===== config.mk =====
export PLATFORM = sky130hd
export DESIGN_NAME = ps2_host_tx
export DESIGN_NICKNAME = d
export VERILOG_FILES = /design/src/rtl/ps2_host_tx.sv
export SDC_FILE = /design/constraint.sdc
export NUM_CORES = 1
export LEC_CHECK = 0
export CORE_ASPECT_RATIO = 0.5
export CORE_MARGIN = 1.5
export CORE_UTILIZATION = 40
export CTS_CLUSTER_SIZE = 30
export DETAILED_ROUTE_END_ITERATION = 6
export DONT_BUFFER_PORTS = 1
export PLACE_DENSITY = 0.6
export SLEW_MARGIN = 20
export SYNTH_ARGS = -nofsm -noshare
export SYNTH_HDL_FRONTEND = slang
export SYNTH_SLANG_ARGS = --single-unit
export TNS_END_PERCENT = 1

===== constraint.sdc =====
create_clock -name clk -period 3.9 [get_ports clk]
set_input_delay 0.39 -clock clk [delete_from_list [all_inputs] [get_ports clk]]
set_output_delay 0.39 -clock clk [all_outputs]
set_load 0.1 [all_outputs]

===== src/rtl/ps2_host_tx.sv =====
// Host-to-device PS/2 transmitter: inhibits the bus, issues request-to-send, then shifts
// one command byte, odd parity and stop on device clocks and checks the device ACK.
module ps2_host_tx #(
  parameter int INHIBIT_CYCLES = 5000,
  parameter int TIMEOUT_CYCLES = 750000
) (
  input  logic       clk,
  input  logic       resetn,
  input  logic       tx_valid,
  input  logic [7:0] tx_data,
  output logic       tx_ready,
  input  logic       ps2_clk_in,
  input  logic       ps2_data_in,
  output logic       ps2_clk_oe,
  output logic       ps2_data_oe,
  output logic       busy,
  output logic       done,
  output logic       ack_err,
  output logic       timeout
);

  // state     | meaning
  // IDLE      | bus released, waiting for a command byte
  // INHIBIT   | clock held low for INHIBIT_CYCLES
  // REQ       | clock and data low (start bit), one cycle
  // XFER      | clock released, data/parity/stop shifted on device falling edges
  // ACK       | waiting for the 11th falling edge to sample the device ACK
  // WAIT_IDLE | waiting for clock and data both high before reporting done
  typedef enum logic [2:0] {IDLE, INHIBIT, REQ, XFER, ACK, WAIT_IDLE} state_t;

  localparam int INH_W = $clog2(INHIBIT_CYCLES + 1);
  localparam int TO_W  = $clog2(TIMEOUT_CYCLES + 1);

  state_t           state, state_nxt;
  logic [2:0]       clk_s, data_s;
  logic [8:0]       shreg, shreg_nxt;
  logic [3:0]       n, n_nxt;
  logic [INH_W-1:0] inh_cnt, inh_cnt_nxt;
  logic [TO_W-1:0]  to_cnt, to_cnt_nxt;
  logic             err_flag, err_flag_nxt;
  logic             clk_oe_q, clk_oe_nxt;
  logic             data_oe_q, data_oe_nxt;
  logic             done_q, done_nxt;
  logic             ack_err_q, ack_err_nxt;
  logic             timeout_q, timeout_nxt;
  logic             fe, bus_idle, to_active, to_expire;

  // Sync chains reset to 1 so an idle bus never shows a spurious falling edge.
  always_ff @(posedge clk or negedge resetn) begin
    if (!resetn) begin
      clk_s  <= 3'b111;
      data_s <= 3'b111;
    end else begin
      clk_s  <= {clk_s[1:0], ps2_clk_in};
      data_s <= {data_s[1:0], ps2_data_in};
    end
  end

  assign fe        = clk_s[2] & ~clk_s[1];
  assign bus_idle  = clk_s[1] & data_s[1];
  assign to_active = (state == XFER) || (state == ACK) || (state == WAIT_IDLE);
  assign to_expire = to_active && (to_cnt == '0);

  always_ff @(posedge clk or negedge resetn) begin
    if (!resetn) begin
      state     <= IDLE;
      shreg     <= '0;
      n         <= '0;
      inh_cnt   <= '0;
      to_cnt    <= '0;
      err_flag  <= 1'b0;
      clk_oe_q  <= 1'b0;
      data_oe_q <= 1'b0;
      done_q    <= 1'b0;
      ack_err_q <= 1'b0;
      timeout_q <= 1'b0;
    end else begin
      state     <= state_nxt;
      shreg     <= shreg_nxt;
      n         <= n_nxt;
      inh_cnt   <= inh_cnt_nxt;
      to_cnt    <= to_cnt_nxt;
      err_flag  <= err_flag_nxt;
      clk_oe_q  <= clk_oe_nxt;
      data_oe_q <= data_oe_nxt;
      done_q    <= done_nxt;
      ack_err_q <= ack_err_nxt;
      timeout_q <= timeout_nxt;
    end
  end

  always_comb begin
    state_nxt    = state;
    shreg_nxt    = shreg;
    n_nxt        = n;
    inh_cnt_nxt  = inh_cnt;
    to_cnt_nxt   = to_active ? to_cnt - 1'b1 : to_cnt;
    err_flag_nxt = err_flag;
    clk_oe_nxt   = clk_oe_q;
    data_oe_nxt  = data_oe_q;
    done_nxt     = 1'b0;
    ack_err_nxt  = 1'b0;
    timeout_nxt  = 1'b0;

    case (state)
      IDLE: begin
        clk_oe_nxt  = 1'b0;
        data_oe_nxt = 1'b0;
        if (tx_valid) begin
          shreg_nxt    = {~^tx_data, tx_data};
          inh_cnt_nxt  = INH_W'(INHIBIT_CYCLES - 1);
          err_flag_nxt = 1'b0;
          clk_oe_nxt   = 1'b1;
          state_nxt    = INHIBIT;
        end
      end
      INHIBIT: begin
        if (inh_cnt == '0) begin
          data_oe_nxt = 1'b1;
          state_nxt   = REQ;
        end else begin
          inh_cnt_nxt = inh_cnt - 1'b1;
        end
      end
      REQ: begin
        clk_oe_nxt = 1'b0;
        n_nxt      = '0;
        to_cnt_nxt = TO_W'(TIMEOUT_CYCLES - 1);
        state_nxt  = XFER;
      end
      XFER: begin
        if (fe) begin
          n_nxt = n + 4'd1;
          if (n == 4'd9) begin
            data_oe_nxt = 1'b0;
            state_nxt   = ACK;
          end else begin
            // shreg holds {parity, byte}; shifting right walks LSB first into parity
            data_oe_nxt = ~shreg[0];
            shreg_nxt   = {1'b0, shreg[8:1]};
          end
        end
      end
      ACK: begin
        if (fe) begin
          n_nxt        = n + 4'd1;
          err_flag_nxt = data_s[1];
          state_nxt    = WAIT_IDLE;
        end
      end
      WAIT_IDLE: begin
        if (bus_idle) begin
          done_nxt    = 1'b1;
          ack_err_nxt = err_flag;
          state_nxt   = IDLE;
        end
      end
      default: state_nxt = IDLE;
    endcase

    if (to_expire) begin
      clk_oe_nxt  = 1'b0;
      data_oe_nxt = 1'b0;
      done_nxt    = 1'b0;
      ack_err_nxt = 1'b0;
      timeout_nxt = 1'b1;
      state_nxt   = IDLE;
    end
  end

  assign tx_ready    = (state == IDLE);
  assign busy        = ~tx_ready;
  assign ps2_clk_oe  = clk_oe_q;
  assign ps2_data_oe = data_oe_q;
  assign done        = done_q;
  assign ack_err     = ack_err_q;
  assign timeout     = timeout_q;

endmodule

==> results of run 1 <==
layout make-up:
type                       instances  area (sq um)  area share, %
clock buffer                      11           243           6.48
clock inverter                     5          52.6           1.40
inverter                          14          52.6           1.40
multi-input combinational        254          1700           45.3
sequential                        60          1510           40.2
tap                              112           140           3.74
timing repair buffer               4          52.6           1.40
path summary, 6_finish.rpt:
kind / startpoint / endpoint / slack, ns
min in group asynchronous: resetn / ack_err$_DFF_PN0_ / 0.57
min: ps2_data_in / data_s[0]$_DFF_PN1_ / 0.04
min reg2reg: data_s[0]$_DFF_PN1_ / data_s[1]$_DFF_PN1_ / 0.37
max in group asynchronous: resetn / clk_s[0]$_DFF_PN1_ / 3.00
max reg2reg: state[2]$_DFFE_PN0P_ / inh_cnt[4]$_DFFE_PN0P_ / 1.43
max: state[2]$_DFFE_PN0P_ / tx_ready / 1.37
cell usage in the layout, fill, tap and decap left out, drive strengths merged, types with 3 or more instances in the layout:
cell type / instances
buf: 3
inv: 14
xnor2: 9
xor2: 5
nor3: 11
mux2i: 14
o31ai: 15
nand3: 14
nand2b: 6
o211ai: 4
a31oi: 6
or2: 3
nand3b: 4
clkinv: 3
ha: 6
nand2: 34
nor4: 9
nor4b: 3
or3: 7
dfrtp: 55
o221ai: 4
a211oi: 3
and2: 3
nor2b: 3
or4: 14
dfstp: 5
o21ai: 24
clkbuf: 11
nor2: 13
a21oi: 12
and3b: 4
through the flow:
step           power (mW)  setup WS [ns]  hold slack [ns]  util (%)
6_report             1.63           1.37           0.0442      46.8
3_5_place_dp        0.832           1.16           0.0982      42.5
3_3_place_gp        0.825           1.42           0.0976      42.4
2_1_floorplan       0.803          0.885           0.0944         -
4_1_cts              1.64           1.07           0.0368      46.7
5_1_grt              1.70           1.20           0.0268      46.8
worst max-delay path: cells and delay by family (launching register included):
kind / cells / cell delay, ns
buffers and inverters: 4 / 0.86
flip-flops: 1 / 0.80
AND/OR/NAND/NOR: 1 / 0.12
registers in the layout, summed over array words and instances, names as in the netlist:
name / count
to_cnt: 20
ps2_clk_oe: 1
state: 3
shreg: 9
inh_cnt: 13
ps2_data_oe: 1
err_flag: 1
n: 4
data_s: 2
done: 1
clk_s: 3
ack_err: 1
timeout: 1
cell families (layout without fill, tap and decap cells):
group	Yosys count	in the layout	share of synthesized area, %
and+or+nand+nor	135	135	23.6
buffers and inverters	30	34	3.56
DFF	60	60	45.6
adders and majority gates	6	6	2.27
AOI/OAI and AO/OA	85	85	17.0
muxes	14	14	4.24
xor gates and xnor gates	14	14	3.71
report_power, final:
group | leakage, nW | total (mW) | internal, mW | switching [mW]
Clock | 0.145 | 0.789 | 0.508 | 0.281
Combinational | 0.720 | 0.122 | 0.0554 | 0.0665
Sequential | 0.767 | 0.720 | 0.668 | 0.0522
layer usage:
metal	track usage [%]	vias to the layer above	part of all wire, %
li1	-	1288	-
met1	24.7	1325	48
met2	30.5	59	44
met3	7.21	15	5.7
met4	8.89	0	2.1
met5	0	-	0
repair_timing:
item                                    4_1_cts  5_1_grt
hold endpoints to repair                     60        0
resized for setup                             0        0
endpoints found under the setup margin        0        0
hold buffers                                  2        0
==> out/metrics.csv, run 1 <==
metric,value,unit
Unique masters post-synth,56,
clock latency on the worst-skew pair,0.34,ns
Layout Cells excl Fill,460,
sequential area share after synthesis,45.6,%
first-pass GRT wire length,13.1,mm
critical path class,reg -> out,
"Clk pin slew, worst setup/hold paths",0.05,ns
cell with the most instances after synthesis,dfrtp_1,
final wirelength,7.75,mm
"Async S/R FF share, synth",100,%
"area leader, netlist",dfrtp_1,
"Avg Cell Area, Syn",9.61,sq um
number of global-route vias before repair,2531,
"Primary FF master, synth",dfrtp_1,
worst-margin pin slew,0.941,ns
PwrDens,435,mW/mm^2
"flops & latches, synth",60,
syn nets,363,
Arrival @ worst endpoint,2.14,ns
WP data required,3.51,ns
CP max stage cell,dfrtp_1,
Fin. Hold Viols,0,
placed cells,442,
P&R area growth vs syn,13.3,%
Filler cells,778,
share of layout cells above drive strength 1,10.6,%
Mapped Cells,344,
Post-CTS Setup Inserts,0,
"top cells by count, synth","dfrtp_1, nand2_1, o21ai_0",
routed len/inst,16.9,um
DP HPWL,5.14,mm
Max Slew Vio Count,0,
final worst path period share,64.8,%
min cycle time layout,2.53,ns
number of synthesized flops with an enable pin,0,
critical path launch point type,register,
All-Layer GR Usage,19.5,%
initial antenna violation count,0,
Max-slew headroom,37.3,%
CP Cell Sequence,inv_2 > nand2_1 > buf_4 > inv_1 > buf_4,
root buffer cell,clkbuf_16,
CTS Buf Count,9,
grt ovf,0,
Area after DPL,0.00340,sq mm
ANT nets after route,0,
setup tns final,0,ns
DR pass1 iterations,5,
row cnt,23,
worst-case clock buffer depth,2,
maximum vdd drop,225,uV
Worst setup EP type,output pin,
CTS tree,yes,
Synth Cell Area,0.00331,sq mm
Final Skew,0.00583,ns
WHS Path Cells,0,
width of the die,132,um
Final setup viols,0,
DRC,0,
Layout Nets,362,
ANT cells,0,
Pleak,1.63,nW
clk sinks,60,
post-synth top area share,41.6,%
Vias/cell,5.84,
GPL Wtd Cong,0.854,
Critical Path Most Common Cell,buf_4,
number of H-tree levels,3,
Boundary Pins,20,
max incr delay on CP,0.80,ns
floorplan die height,67.3,um
worst min path class,in -> reg,
DR vias,2687,
pin count of the biggest net entering global routing,61,
Port Buf Inserts,0,
RSZ-0062 raised after global routing,no,
reg2reg path depth,8,
core area,0.00800,sq mm
Starting Density,41.3,%
status,finished clean,
die area,0.00885,sq mm
Crit Path Max Fanout,23,
max_cap viols,0,
"Warnings, synthesis",0,
Max Clock Freq,0.396,GHz
DR iter-0 viols,179,
cell area after layout,0.00375,sq mm
synth top area cells,"dfrtp_1, mux2i_1, dfstp_2, nand2_1, o21ai_0",
Power figures use the tool's default switching activity.
==> run 2: changes to the inputs <==
Clock period 3.9 ns to 2.65 ns, I/O delays scaled along.
==> run 2 against run 1 <==
Setup slack worse by 0.92 ns. Critical path depth up 1. First-iteration DRC count up 18%. Register-to-register slack worse by 0.97 ns. Worst hold slack better by 0.094 ns. Largest power group unchanged. Total power up 44%. Highest routed layer unchanged. Combinational power up 48%. Clock skew down 0.0016 ns. Sequential power up 47%. Wire length down 3.8%. Design area up 2.4%.
==> out/metrics.csv, run 2 (synthesis results as in run 1) <==
metric,value,unit,change
status,finished clean,,
flip-flop and latch area,0.00151,sq mm,unchanged
Max Slew Vio Count,0,,unchanged
CP max stage cell,or3b_2,,
internal power,1.77,mW,+44%
number of global-route vias before repair,2564,,+1.3%
ANT nets after route,0,,unchanged
Max Clock Freq,0.456,GHz,
WP data required,2.92,ns,-0.59 ns
CP top delay family,simple AND/OR/NAND/NOR gates,,
final core occ,48.0,%,+1.1 points
routed len/inst,15.8,um,-6.4%
row cnt,23,,unchanged
crit path from,inh_cnt[0]$_DFFE_PN0P_,,
width of the die,132,um,unchanged
switching power,0.585,mW,+46%
Final Skew,0.00426,ns,-0.00157 ns
GPL Wtd Cong,0.859,,+0.53%
PwrDens,614,mW/mm^2,+41%
WHS Path Cells,2,,+2
CTS Buf Count,9,,unchanged
DR vias,2714,,+1.0%
maximum vdd drop,405,uV,+80%
P&R area growth vs syn,16.1,%,
CP Cell Sequence,inv_1 > ha_1 > or3b_2 > or4_1 > or4_1 > nand2_1,,
grt ovf,0,,unchanged
Vias/cell,5.74,,-1.8%
post-cts repair resize count,0,,unchanged
max FFs per register,20,,unchanged
Filler cells,779,,+0.13%
hold buffers post-CTS,4,,+2
Reg2Reg Setup Slack,0.46,ns,-0.97 ns
Crit Path Max Fanout,7,,-70%
clk sinks,60,,unchanged
critical path class,reg -> reg,,
number of H-tree levels,3,,unchanged
max incr delay on CP,0.53,ns,-0.27 ns
Boundary Pins,20,,unchanged
initial antenna violation count,0,,unchanged
ANT cells,0,,unchanged
Pleak,1.68,nW,+3.2%
crit path capture,inh_cnt[10]$_DFFE_PN0P_,,
worst-margin pin slew,0.871,ns,-0.0697 ns
"commonest non-fill, non-tap cells in the layout","dfrtp_1, nand2_1, o21ai_0",,
Logic pwr share,7.7,%,+0.2 points
final wirelength,7.46,mm,-3.8%
DR iter-0 viols,211,,+18%
sw frac,24.8,%,+0.33 points
"Clk pin slew, worst setup/hold paths",0.05,ns,about the same
Critical Path Most Common Cell,or4_1,,
die area,0.00885,sq mm,unchanged
biggest regs,"to_cnt (20), inh_cnt (13), shreg (9)",,
worst min path class,in -> reg,,
Worst setup EP type,register,,
RSZ-0062 raised after global routing,no,,
Arrival @ worst endpoint,2.47,ns,+0.33 ns
DRC,0,,unchanged
reg2reg path depth,6,,-2
setup tns final,0,ns,unchanged
first-pass GRT wire length,13.0,mm,-0.47%
critical path launch point type,register,,
area occupied by multi-input gates,0.00169,sq mm,-0.52%
Layout Nets,375,,+3.6%
core area,0.00800,sq mm,unchanged
pin count of the biggest net entering global routing,61,,unchanged
WP depth,6,,+1
Reg-to-Reg Start,inh_cnt[0]$_DFFE_PN0P_,,
Fin. Hold Viols,0,,unchanged
All-Layer GR Usage,18.9,%,-0.60 points
"most common cell after layout, fill and taps aside",dfrtp_1,,
DP HPWL,5.14,mm,unchanged
WP buf/inv,1,,-3
clock latency on the worst-skew pair,0.34,ns,about the same
Critical R2R Capture,inh_cnt[10]$_DFFE_PN0P_,,
clock share of power,47.3,%,-1.1 points
root buffer cell,clkbuf_16,,
Final setup viols,0,,unchanged
Seq pwr share,45.0,%,+0.8 points
Max-slew headroom,41.9,%,+4.7 points
Starting Density,41.3,%,unchanged
min cycle time layout,2.19,ns,
DR pass1 iterations,4,,-1
share of layout cells above drive strength 1,13.6,%,+2.9 points
worst-case clock buffer depth,2,,unchanged
"Most flops, register",to_cnt,,
final worst path period share,82.7,%,
Post-CTS Setup Inserts,0,,unchanged
floorplan die height,67.3,um,unchanged
CTS tree,yes,,
max_cap viols,0,,unchanged
Port Buf Inserts,0,,unchanged
==> run 2: layer usage <==
| layer | wire length (um) | GRT usage [%] |
|---|---|---|
| met1 | 3680 | 25.2 |
| met5 | 0 | 0 |
| met2 | 3330 | 29.8 |
| met4 | 108 | 7.50 |
| met3 | 345 | 5.26 |
==> run 2: worst min path at each step <==
stage / from / to / slack, ns
floorplan: resetn / ack_err$_DFF_PN0_ / -0.03
global placement: resetn / to_cnt[14]$_DFFE_PN0P_ / -0.03
detailed placement: resetn / to_cnt[9]$_DFFE_PN0P_ / -0.03
CTS: tx_data[0] / shreg[0]$_DFFE_PN0P_ / 0.13
global route: tx_data[2] / shreg[2]$_DFFE_PN0P_ / 0.16
finish: tx_data[3] / shreg[3]$_DFFE_PN0P_ / 0.14
==> run 2: layout make-up <==
class,count,share of cell area [%]
Tap cell,112,3.65
Clock inverter,4,0.587
Inverter,14,1.47
Sequential cell,60,39.3
Clock buffer,12,6.94
Timing Repair Buffer,17,4.04
Multi-Input combinational cell,254,44.0
==> run 2: power by group through the flow <==
stage	sequential (mW)	clock (mW)	combinational (mW)
5_1_grt	1.07	1.18	0.207
6_report	1.06	1.11	0.181
3_5_place_dp	1.07	0	0.157
4_1_cts	1.06	1.14	0.183
2_1_floorplan	1.05	0	0.131
3_3_place_gp	1.07	0	0.145
==> run 2: worst reg2reg max path: cells and delay by family, from the launching register on <==
kind	cells	cell delay, ns
flops	1	0.40
fa+ha+maj	1	0.18
simple gates	4	1.45
buf+inv	1	0.10
==> run 2: per-stage QoR <==
step | hold slack [ns] | setup WS (ns) | cell area (sq um) | total power [mW] | instances
detailed placement | -0.0281 | 0.470 | 3480 | 1.23 | 453
finish | 0.138 | 0.458 | 3840 | 2.36 | 473
CTS | 0.132 | 0.459 | 3830 | 2.38 | 473
floorplan | -0.0306 | 0.0829 | 3310 | 1.18 | 344
global placement | -0.0279 | 0.517 | 3480 | 1.21 | 453
global route | 0.161 | 0.334 | 3840 | 2.46 | 473
